**src/rtl/pc_sequencer.sv**
```systemverilog
// Next-PC controller for the single-cycle MIPS datapath: owns the PC, issues
// fetches under a ready/stall handshake and traps misaligned JR targets.
module pc_sequencer #(
   parameter int          ADDR_WIDTH   = 32,
   parameter logic [31:0] RESET_VECTOR = 32'h0000_0000,
   parameter logic [31:0] EXC_VECTOR   = 32'h0000_0180
) (
   input  logic                  clk,
   input  logic                  rst,
   input  logic                  imem_ready,
   input  logic                  stall,
   input  logic                  jump_en,
   input  logic [25:0]           jump_target,
   input  logic                  branch_en,
   input  logic [15:0]           branch_imm,
   input  logic                  jr_en,
   input  logic [ADDR_WIDTH-1:0] jr_target,
   output logic [ADDR_WIDTH-1:0] pc_out,
   output logic                  fetch_valid,
   output logic                  exc_flag,
   output logic [ADDR_WIDTH-1:0] epc,
   output logic [31:0]           fetch_count
);

   typedef enum logic [1:0] {
      S_BOOT  = 2'd0,
      S_FETCH = 2'd1,
      S_TRAP  = 2'd2
   } state_t;

   localparam logic [ADDR_WIDTH-1:0] RST_PC  = ADDR_WIDTH'(RESET_VECTOR);
   localparam logic [ADDR_WIDTH-1:0] EXC_PC  = ADDR_WIDTH'(EXC_VECTOR);
   localparam logic [ADDR_WIDTH-1:0] LOW_28  = ADDR_WIDTH'(28'hFFF_FFFF);

   state_t                  state_q, state_d;
   logic [ADDR_WIDTH-1:0]   pc_q, pc_d;
   logic [ADDR_WIDTH-1:0]   epc_q, epc_d;
   logic [31:0]             count_q, count_d;

   logic                    accept;
   logic [ADDR_WIDTH-1:0]   p4;
   logic [ADDR_WIDTH-1:0]   jump_pc;
   logic [ADDR_WIDTH-1:0]   branch_pc;

   // Jump keeps the top bits of PC+4 above bit 27 and replaces the rest.
   always_comb begin
      p4        = pc_q + ADDR_WIDTH'(4);
      jump_pc   = (p4 & ~LOW_28) | ADDR_WIDTH'({jump_target, 2'b00});
      branch_pc = p4 + {{(ADDR_WIDTH-18){branch_imm[15]}}, branch_imm, 2'b00};
   end

   always_comb begin
      state_d = state_q;
      pc_d    = pc_q;
      epc_d   = epc_q;
      count_d = count_q;
      accept  = (state_q == S_FETCH) && imem_ready && !stall;

      case (state_q)
         S_BOOT:  state_d = S_FETCH;
         S_TRAP:  state_d = S_FETCH;
         S_FETCH: begin
            if (accept) begin
               count_d = count_q + 32'd1;
               if (jr_en) begin
                  if (jr_target[1:0] != 2'b00) begin
                     pc_d    = EXC_PC;
                     epc_d   = pc_q;
                     state_d = S_TRAP;
                  end else begin
                     pc_d = jr_target;
                  end
               end else if (jump_en) begin
                  pc_d = jump_pc;
               end else if (branch_en) begin
                  pc_d = branch_pc;
               end else begin
                  pc_d = p4;
               end
            end
         end
         default: state_d = S_BOOT;
      endcase
   end

   always_ff @(posedge clk) begin
      if (rst) begin
         state_q <= S_BOOT;
         pc_q    <= RST_PC;
         epc_q   <= '0;
         count_q <= '0;
      end else begin
         state_q <= state_d;
         pc_q    <= pc_d;
         epc_q   <= epc_d;
         count_q <= count_d;
      end
   end

   assign pc_out      = pc_q;
   assign epc         = epc_q;
   assign fetch_count = count_q;
   assign fetch_valid = (state_q == S_FETCH);
   assign exc_flag    = (state_q == S_TRAP);

endmodule

```
**config.mk**
```make
export PLATFORM = sky130hd
export DESIGN_NAME = pc_sequencer
export DESIGN_NICKNAME = d
export VERILOG_FILES = /design/src/rtl/pc_sequencer.sv
export SDC_FILE = /design/constraint.sdc
export NUM_CORES = 1
export LEC_CHECK = 0
export CORE_AREA = 2 2 113 115
export CTS_BUF_LIST = sky130_fd_sc_hd__clkbuf_8
export DETAILED_ROUTE_END_ITERATION = 6
export DIE_AREA = 0 0 115 117
export PLACE_DENSITY = 0.87
export SLEW_MARGIN = 20
export SYNTH_ARGS = -nofsm -noshare
export SYNTH_HDL_FRONTEND = slang
export SYNTH_SLANG_ARGS = --single-unit
```
**constraint.sdc**
```tcl
create_clock -name clk -period 4.9 [get_ports clk]
set_input_delay 0.98 -clock clk [delete_from_list [all_inputs] [get_ports clk]]
set_output_delay 0.98 -clock clk [all_outputs]
set_load 0.05 [all_outputs]
```
# [After elaboration in Yosys (flattened, before gate mapping)]
# Cells that the tools add are included.
[word_totals] output_inout_bits=98 register_bits=98 elab_cells=30
[classes] eq_ne=5 bitwise=1 muxes=8 n_reduce_logical=9 addsub=3
[ops] op="32-bit two-way mux" count=4
[ops] op="32-bit by 1-bit adder with 32-bit output, second input constant" count=1
[ops] op="32-bit by 3-bit adder with 32-bit output, second input constant" count=1
[ops] op="32-bit adder" count=1
[ops] op="32-bit by 28-bit OR with 32-bit output" count=1
[ops] op="2-bit two-way mux" count=3
[ops] op="2-bit by 1-bit != test with 1-bit output, second input constant" count=2
[ops] op="2-bit one-hot mux with 2 select lines" count=1
[ops] op="4-bit AND reduction" count=1
[ops] op="3-bit AND reduction" count=1
[ops] op="2-bit by 1-bit == test with 1-bit output, second input constant" count=1
[ops] op="2-bit == test, second input constant" count=1
[ops] op="1-bit logical AND" count=2
[ops] op="2-bit zero test" count=1
[ops] op="2-bit != test, second input constant" count=1
[ops] op="2-bit AND reduction" count=1
[ops] op="2-bit nonzero test" count=1
[ops] op="2-bit OR reduction" count=1
[ops] op="1-bit zero test" count=1

# [Depth between registers and ports, before layout]
# Gate-level depths: netlist of run 1.
[depth] word_depth=5 depth_mapped=15

# [Least setup slack after synthesis of run 1]
# No wires, ideal clock.
[synth_path] path_kind="register -> register" start="register pc_q[4], in the netlist pc_out[4]" end="register pc_q[22], in the netlist pc_out[22]" setup_ns=0.103 arrival_ns=3.533 setup_slack_ns=1.263 period_less_slack_ns=3.637 path_stages_with_launch=14 path_cell_list="dfxtp_1 > and3_2 > and3_4 > and3_1 > nand3_1 > xnor2_1 > ha_1 > and4_1 > a21oi_1 > nand2_2 > o41ai_2 > o21ai_2 > xnor2_1 > a2111oi_2"
[synth_between] elab_chain_len=5
[synth_lines] element="start, declared" line_no="36" text="logic [ADDR_WIDTH-1:0] pc_q, pc_d;"
[synth_lines] element="start signal, assigned" line_no="94" text="pc_q <= pc_d;"
[synth_lines] element="32-bit by 3-bit adder with 32-bit output *" line_no="47" text="p4 = pc_q + ADDR_WIDTH'(4);"
[synth_lines] element="32-bit adder" line_no="49" text="branch_pc = p4 + {{(ADDR_WIDTH-18){branch_imm[15]}}, branch_imm, 2'b00};"
[synth_lines] element="32-bit two-way mux *" line_no="75" text="end else if (branch_en) begin"
[synth_lines] element="32-bit two-way mux *" line_no="73" text="end else if (jump_en) begin"
[synth_lines] element="32-bit two-way mux *" line_no="65" text="if (jr_en) begin"
# Every way passes the cells marked *; elsewhere a longest branch is shown, timed or not.
# A chain may end at the register's enable or synchronous reset.

# [Worst setup path in the final report of run 1]
# Ends and elaborated chain as after synthesis.

==> results of run 1 <==
==> routing by layer <==
layer	wire length (um)	global-route usage (%)
met4	953	15.66
met2	10640	56.24
met5	0	0
met3	1797	8.136
met1	8839	38.83
==> cells in the final DEF (no fill, tap or decap), types with 4 or more instances in the layout <==
cell | Yosys | routed
and2_1 | 8 | 8
mux2_2 | 4 | 4
clkbuf_8 | 0 | 9
nand4_1 | 16 | 16
nand3b_1 | 4 | 4
buf_4 | 0 | 13
and3_1 | 14 | 14
o211ai_1 | 6 | 6
o21ai_0 | 24 | 24
xnor2_1 | 40 | 40
xor2_1 | 33 | 33
inv_1 | 10 | 10
a21oi_1 | 81 | 81
a211oi_1 | 10 | 10
nand2_1 | 124 | 124
ha_1 | 38 | 38
nor2_1 | 92 | 92
nor2b_1 | 8 | 8
o21ai_1 | 4 | 4
dfxtp_1 | 98 | 98
nand2b_1 | 8 | 8
a21o_1 | 14 | 14
clkdlybuf4s50_1 | 0 | 177
nand3_1 | 30 | 30
a221o_1 | 15 | 15
and4_1 | 6 | 6
a221oi_1 | 17 | 17
a31oi_1 | 9 | 9
or3_1 | 8 | 8
mux2i_1 | 4 | 4
nor3_1 | 24 | 24
==> kinds of logic after synthesis <==
group | synth area share [%]
buffers and inverters | 3.219
muxes | 1.288
DFF | 29.69
and+or+nand+nor | 27.06
adders and majority gates | 7.499
AOI/OAI and AO/OA | 21.57
xor gates and xnor gates | 9.676
==> cell type report <==
type	count	area [um2]
Multi-Input combinational cell	700	4438
Sequential cell	98	1962
Timing Repair Buffer	190	1869
Inverter	10	37.54
Clock buffer	9	123.9
Fill cell	1026	3632
Tap cell	150	187.7
Clock inverter	7	61.31
==> registers in the layout (all words and copies together), names as in the netlist <==
name         count
state_q          2
pc_out          32
epc             32
fetch_count     32
==> worst reg2reg max path: cells and delay by family (launching register included) <==
family / cells / cell delay [ns]
AOI/OAI and AO/OA: 4 / 1.34
and+or+nand+nor: 6 / 1.15
DFF: 1 / 0.47
xor gates and xnor gates: 2 / 0.42
adders and majority gates: 1 / 0.37
==> per-stage QoR <==
stage,util [%],cell area (um2)
final,70.50,8680
after global routing,70.50,8680
after CTS,70.50,8680
after detailed placement,68.99,8494
after global placement,68.99,8494
after floorplan,-,6608
==> power groups by stage <==
stage	clock (mW)	combinational (mW)	sequential [mW]
2_1_floorplan	0	0.234	0.894
3_3_place_gp	0	0.443	0.857
3_5_place_dp	0	0.446	0.857
4_1_cts	0.521	0.448	0.839
5_1_grt	0.554	0.489	0.842
6_report	0.520	0.454	0.840
==> worst min path at each step <==
stage | start | end | slack (ns) | cells after the start
CTS | epc[16] | epc[16] | 0.46 | 2
global route | epc[12] | epc[12] | 0.48 | 2
finish | epc[25] | epc[25] | 0.46 | 2
global placement | state_q[0] | state_q[0] | 0.43 | 1
detailed placement | epc[29] | epc[29] | 0.45 | 2
floorplan | state_q[0] | state_q[0] | 0.42 | 1
==> reports/metrics.cfg, run 1 <==
[grt]
grt_max_degree=101
grt_overflow=0
antenna_found_initial=0
grt_usage_pct=32.87
grt_pass1_vias=6740
grt_pass1_wl_um=34470

[clock_network]
clock_sinks=98
cts_tree=yes
clk_pin_slew_ns=0.10
cts_hold_buf=0
clk_path_buf_depth=2
numCtsBuffers=9
cts_max_level=3
cts-root-buf=clkbuf_8
clk_latency_ns=0.41
cts_setup_buffers=0
cts_resized=0

[place]
dpl.hpwl_um=16740
place_ws_ns=0.8968
placement.io_buffers=178
gp_congestion=0.9013
place_inst=1148

[power_and_ir_drop]
vdd_drop_max_mv=0.1983
seqPwrFrac_pct=46.3
p_clk_share_pct=28.7
p_per_area_nw_per_um2=208.9
p_int_mw=1.196
swShare_pct=34.06
combinationalPowerShare_pct=25.0
power.switching_mw=0.6177
p_leak_nw=3.212
power_mw=1.814

[finish]
syn_to_final_growth_pct=31.36
nets=1129
diodes=0
drive_above_1_share_pct=5.325
finalNonFillerCells=1164

[routing]
vias=7127
ant_nets=0
drt_iter0_drc=550
drcViolationCount=0
wl_per_cell_um=19.10
via_per_inst=6.123
wirelength_um=22230
drt_pass1_iterations=5

[worst_setup_path]
crit_path_cell_trace=and3_2 > and3_4 > nand3_4 > nor2_1 > xor2_1 > ha_1 > and4_1 > a21oi_1 > nand2_2 > o41ai_2 > o21ai_2 > xnor2_1 > a2111oi_2
cp-startpoint=pc_out[4]
critPathTopFamily=compound AO/OA/AOI/OAI gates
rrSetupSlack_ns=1.06
critical_path.endpoint=pc_out[22]
crit_slowest_cell=o41ai_2
cp.required_ns=5.20
critPathKind=reg -> reg
path_max_fanout=7
crit_path_end_kind=flip-flop
cpPeakStageDelay_ns=0.57
crit_buf_inv=0
r2r-end=pc_out[22]
cp_num_cells=13
crit-reg2reg-launch=pc_out[4]
arrival_ns=4.14
startpoint_type=flip-flop
rr_worst_depth=13

[die]
die_area_um2=13460
die_x_um=115
top_level_ports=179
rows=41
initial_utilization_pct=53.67
core_um2=12310
die_h_um=117

[logic_synthesis]
synth_edf_count=0
yosys_warnings=0
synth_seq_cells=98
syn_avg_cell_area_um2=7.746
synth-async-reset-ratio_pct=0
synth-seq-area-share_pct=29.69
syn_area_um2=6608
synth_cell_types=71
synthesis.nets=973
synthCells=853
synth_common_cells=nand2_1 (124), dfxtp_1 (98), nor2_1 (92)
synth_flop_cell=dfxtp_1
yosys-top-cells-area=dfxtp_1 (30%), ha_1 (7.2%), nand2_1 (7.0%)
synth_top_area_share_pct=29.69
synth_top_cell_by_area=dfxtp_1
yosysMostFrequentCell=nand2_1

[sta]
tightest_slew_ns=1.088
finClkSkew_ns=0.01918
setup_viol=0
fin_crit_sh_pct=78.37
rsz0062_at_grt=no
max_freq_mhz=260.4
finalMaxSlewViolations=0
holdWs_ns=0.4568
relSlewSlack_pct=27.45
fin_setup_tns_ns=0
finalCriticalPeriod_ns=3.840
final-hold-violation-count=0
fin_ws_ns=1.060

[run]
maxCapViolCount=0

[worst_hold_path]
hold_path.class=reg -> reg

[outcome]
status=finished clean

Power figures use the tool's default switching activity.
==> run 2: changes to the inputs <==
--- a/config.mk
+++ b/config.mk
@@ -5,11 +5,11 @@
 export SDC_FILE = /design/constraint.sdc
 export NUM_CORES = 1
 export LEC_CHECK = 0
-export CORE_AREA = 2 2 113 115
+export CORE_AREA = 2 2 117 119
 export CTS_BUF_LIST = sky130_fd_sc_hd__clkbuf_8
 export DETAILED_ROUTE_END_ITERATION = 6
-export DIE_AREA = 0 0 115 117
-export PLACE_DENSITY = 0.87
+export DIE_AREA = 0 0 119 121
+export PLACE_DENSITY = 0.82
 export SLEW_MARGIN = 20
 export SYNTH_ARGS = -nofsm -noshare
 export SYNTH_HDL_FRONTEND = slang
==> constraint.sdc (replaced) <==
create_clock -name clk -period 3.9 [get_ports clk]
set_input_delay 0.78 -clock clk [delete_from_list [all_inputs] [get_ports clk]]
set_output_delay 0.78 -clock clk [all_outputs]
set_load 0.05 [all_outputs]
==> run 2 against run 1 <==
Against the previous run: utilization shrank 2.8 points; sequential cell count stayed put; critical path depth increased by 1; clock skew fell by 0.0015 ns; via count down 0.95%.
==> reports/metrics.cfg, run 2 (synthesis results as in run 1) <==
[outcome]
status=finished clean

[power_and_ir_drop]
vdd_drop_max_mv=0.2932  ; +48%
seqPwrFrac_pct=45.7  ; -0.6 points
power.switching_mw=0.7683  ; +24%
combinationalPowerShare_pct=25.8  ; +0.8 points
p_clk_share_pct=28.5  ; -0.2 points
p_leak_nw=3.313  ; +3.1%
p_int_mw=1.516  ; +27%
power_mw=2.284  ; +26%
p_per_area_nw_per_um2=258.0  ; +23%
swShare_pct=33.64  ; -0.42 points

[finish]
layout_common_cells=clkdlybuf4s50_1 (177), nand2_1 (124), dfxtp_1 (98)
nets=1148  ; +1.7%
utilization_pct=67.65  ; -2.8 points
drive_above_1_share_pct=7.067  ; +1.7 points
final_common_cell=clkdlybuf4s50_1
diodes=0  ; unchanged
finalNonFillerCells=1209  ; +3.9%
syn_to_final_growth_pct=33.97
nFillCells=1122  ; +9.4%

[sta]
finalCriticalPeriod_ns=3.616  ; -0.2241 ns
rsz0062_at_grt=no
setup_viol=0  ; unchanged
finClkSkew_ns=0.01764  ; -0.001538 ns
max_freq_mhz=276.6  ; +6.2%
fin_setup_tns_ns=0  ; unchanged
relSlewSlack_pct=27.34  ; -0.11 points
fin_crit_sh_pct=92.71  ; +14 points
tightest_slew_ns=1.090  ; +0.001595 ns
final-hold-violation-count=0  ; unchanged
finalMaxSlewViolations=0  ; unchanged

[die]
initial_utilization_pct=50.50  ; -3.2 points
die_area_um2=14400  ; +7.0%
core_um2=13090  ; +6.3%
die_h_um=121  ; +3.4%
top_level_ports=179  ; unchanged
die_x_um=119  ; +3.5%
rows=42  ; +2.4%

[place]
place_inst=1193  ; +3.9%
gp_congestion=0.9458  ; +4.9%
placement.io_buffers=178  ; unchanged
dpl.hpwl_um=16610  ; -0.78%

[clock_network]
clk_path_buf_depth=2  ; unchanged
clk_latency_ns=0.40  ; about the same
cts_resized=0  ; unchanged
cts-root-buf=clkbuf_8
clock_sinks=98  ; unchanged
cts_hold_buf=0  ; unchanged
cts_max_level=3  ; unchanged
numCtsBuffers=9  ; unchanged
cts_setup_buffers=0  ; unchanged
clk_pin_slew_ns=0.11  ; about the same
cts_tree=yes

[worst_setup_path]
startpoint_type=flip-flop
cp.required_ns=4.21  ; -0.99 ns
path_max_fanout=7  ; unchanged
arrival_ns=3.93  ; -0.21 ns
crit_path_end_kind=flip-flop
critPathKind=reg -> reg

[grt]
antenna_found_initial=0  ; unchanged
grt_max_degree=101  ; unchanged
grt_pass1_wl_um=34530  ; +0.18%
grt_usage_pct=30.32  ; -2.6 points
grt_pass1_vias=6796  ; +0.83%
grt_overflow=0  ; unchanged

[routing]
ant_nets=0  ; unchanged
drcViolationCount=0  ; unchanged
drt_pass1_iterations=5  ; unchanged
via_per_inst=5.839  ; -4.6%
wirelength_um=21900  ; -1.5%
wl_per_cell_um=18.11  ; -5.1%
vias=7059  ; -0.95%
drt_iter0_drc=614  ; +12%

[worst_hold_path]
hold_path.class=reg -> reg

[run]
maxCapViolCount=0  ; unchanged

[run 2: changes by cell type in the layout (fill, tap and decap cells not counted), sizes merged]
cell      change
clkinv        -1
buf          +19
clkinvlp      -1
inv           +2
[run 2: layout make-up]
cell class / count / area [um2] / area share (%)
Clock inverter: 7 / 58.81 / 0.6643
Tap cell: 176 / 220.2 / 2.488
Clock buffer: 9 / 123.9 / 1.399
Sequential cell: 98 / 1962 / 22.16
Inverter: 10 / 37.54 / 0.4240
Multi-Input combinational cell: 700 / 4438 / 50.13
Timing Repair Buffer: 209 / 2012 / 22.73
[run 2: power groups by stage]
| stage | clock [mW] | sequential, mW | combinational (mW) |
|---|---|---|---|
| 2_1_floorplan | 0 | 1.12 | 0.294 |
| 5_1_grt | 0.694 | 1.05 | 0.636 |
| 4_1_cts | 0.656 | 1.04 | 0.585 |
| 6_report | 0.650 | 1.04 | 0.589 |
| 3_3_place_gp | 0 | 1.07 | 0.579 |
| 3_5_place_dp | 0 | 1.07 | 0.581 |
[run 2: critical path, stage by stage (launching register included)]
cell and delay (ns):
dfxtp_1 0.42, and3_2 0.25, and3_4 0.22, nand3_4 0.13, nor2_1 0.16, xor2_1 0.29
ha_1 0.38, and4_1 0.26, a21oi_1 0.24, a31oi_1 0.17, o41ai_1 0.36, buf_4 0.19
mux2i_1 0.18, nand2_1 0.07, a311oi_1 0.20
[run 2: final timing paths]
kind              cells after the start    endpoint      start  slack, ns
hold / removal                        2     epc[17]    epc[17]       0.46
setup reg to reg                     14  pc_out[24]  pc_out[6]       0.28
setup / recovery                     14  pc_out[24]  pc_out[6]       0.28
hold reg to reg                       2     epc[17]    epc[17]       0.46
[run 2: stage by stage]
stage | hold slack [ns] | setup slack, ns | cell area [um2]
floorplan | 0.4239 | 0.2632 | 6608
global placement | 0.4348 | 0.3362 | 8670
detailed placement | 0.4470 | 0.2916 | 8670
CTS | 0.4612 | 0.2968 | 8852
global route | 0.4767 | 0.03649 | 8852
finish | 0.4589 | 0.2842 | 8852
[run 2: per-layer routing]
layer | vias up | wire length (um) | share of wire (%) | track usage [%]
met5 | - | 0 | 0 | 0
met4 | 0 | 867 | 4.0 | 13.91
met3 | 55 | 1725 | 7.9 | 7.002
met2 | 303 | 10370 | 47 | 51.11
met1 | 3273 | 8938 | 41 | 36.72
li1 | 3428 | - | - | -
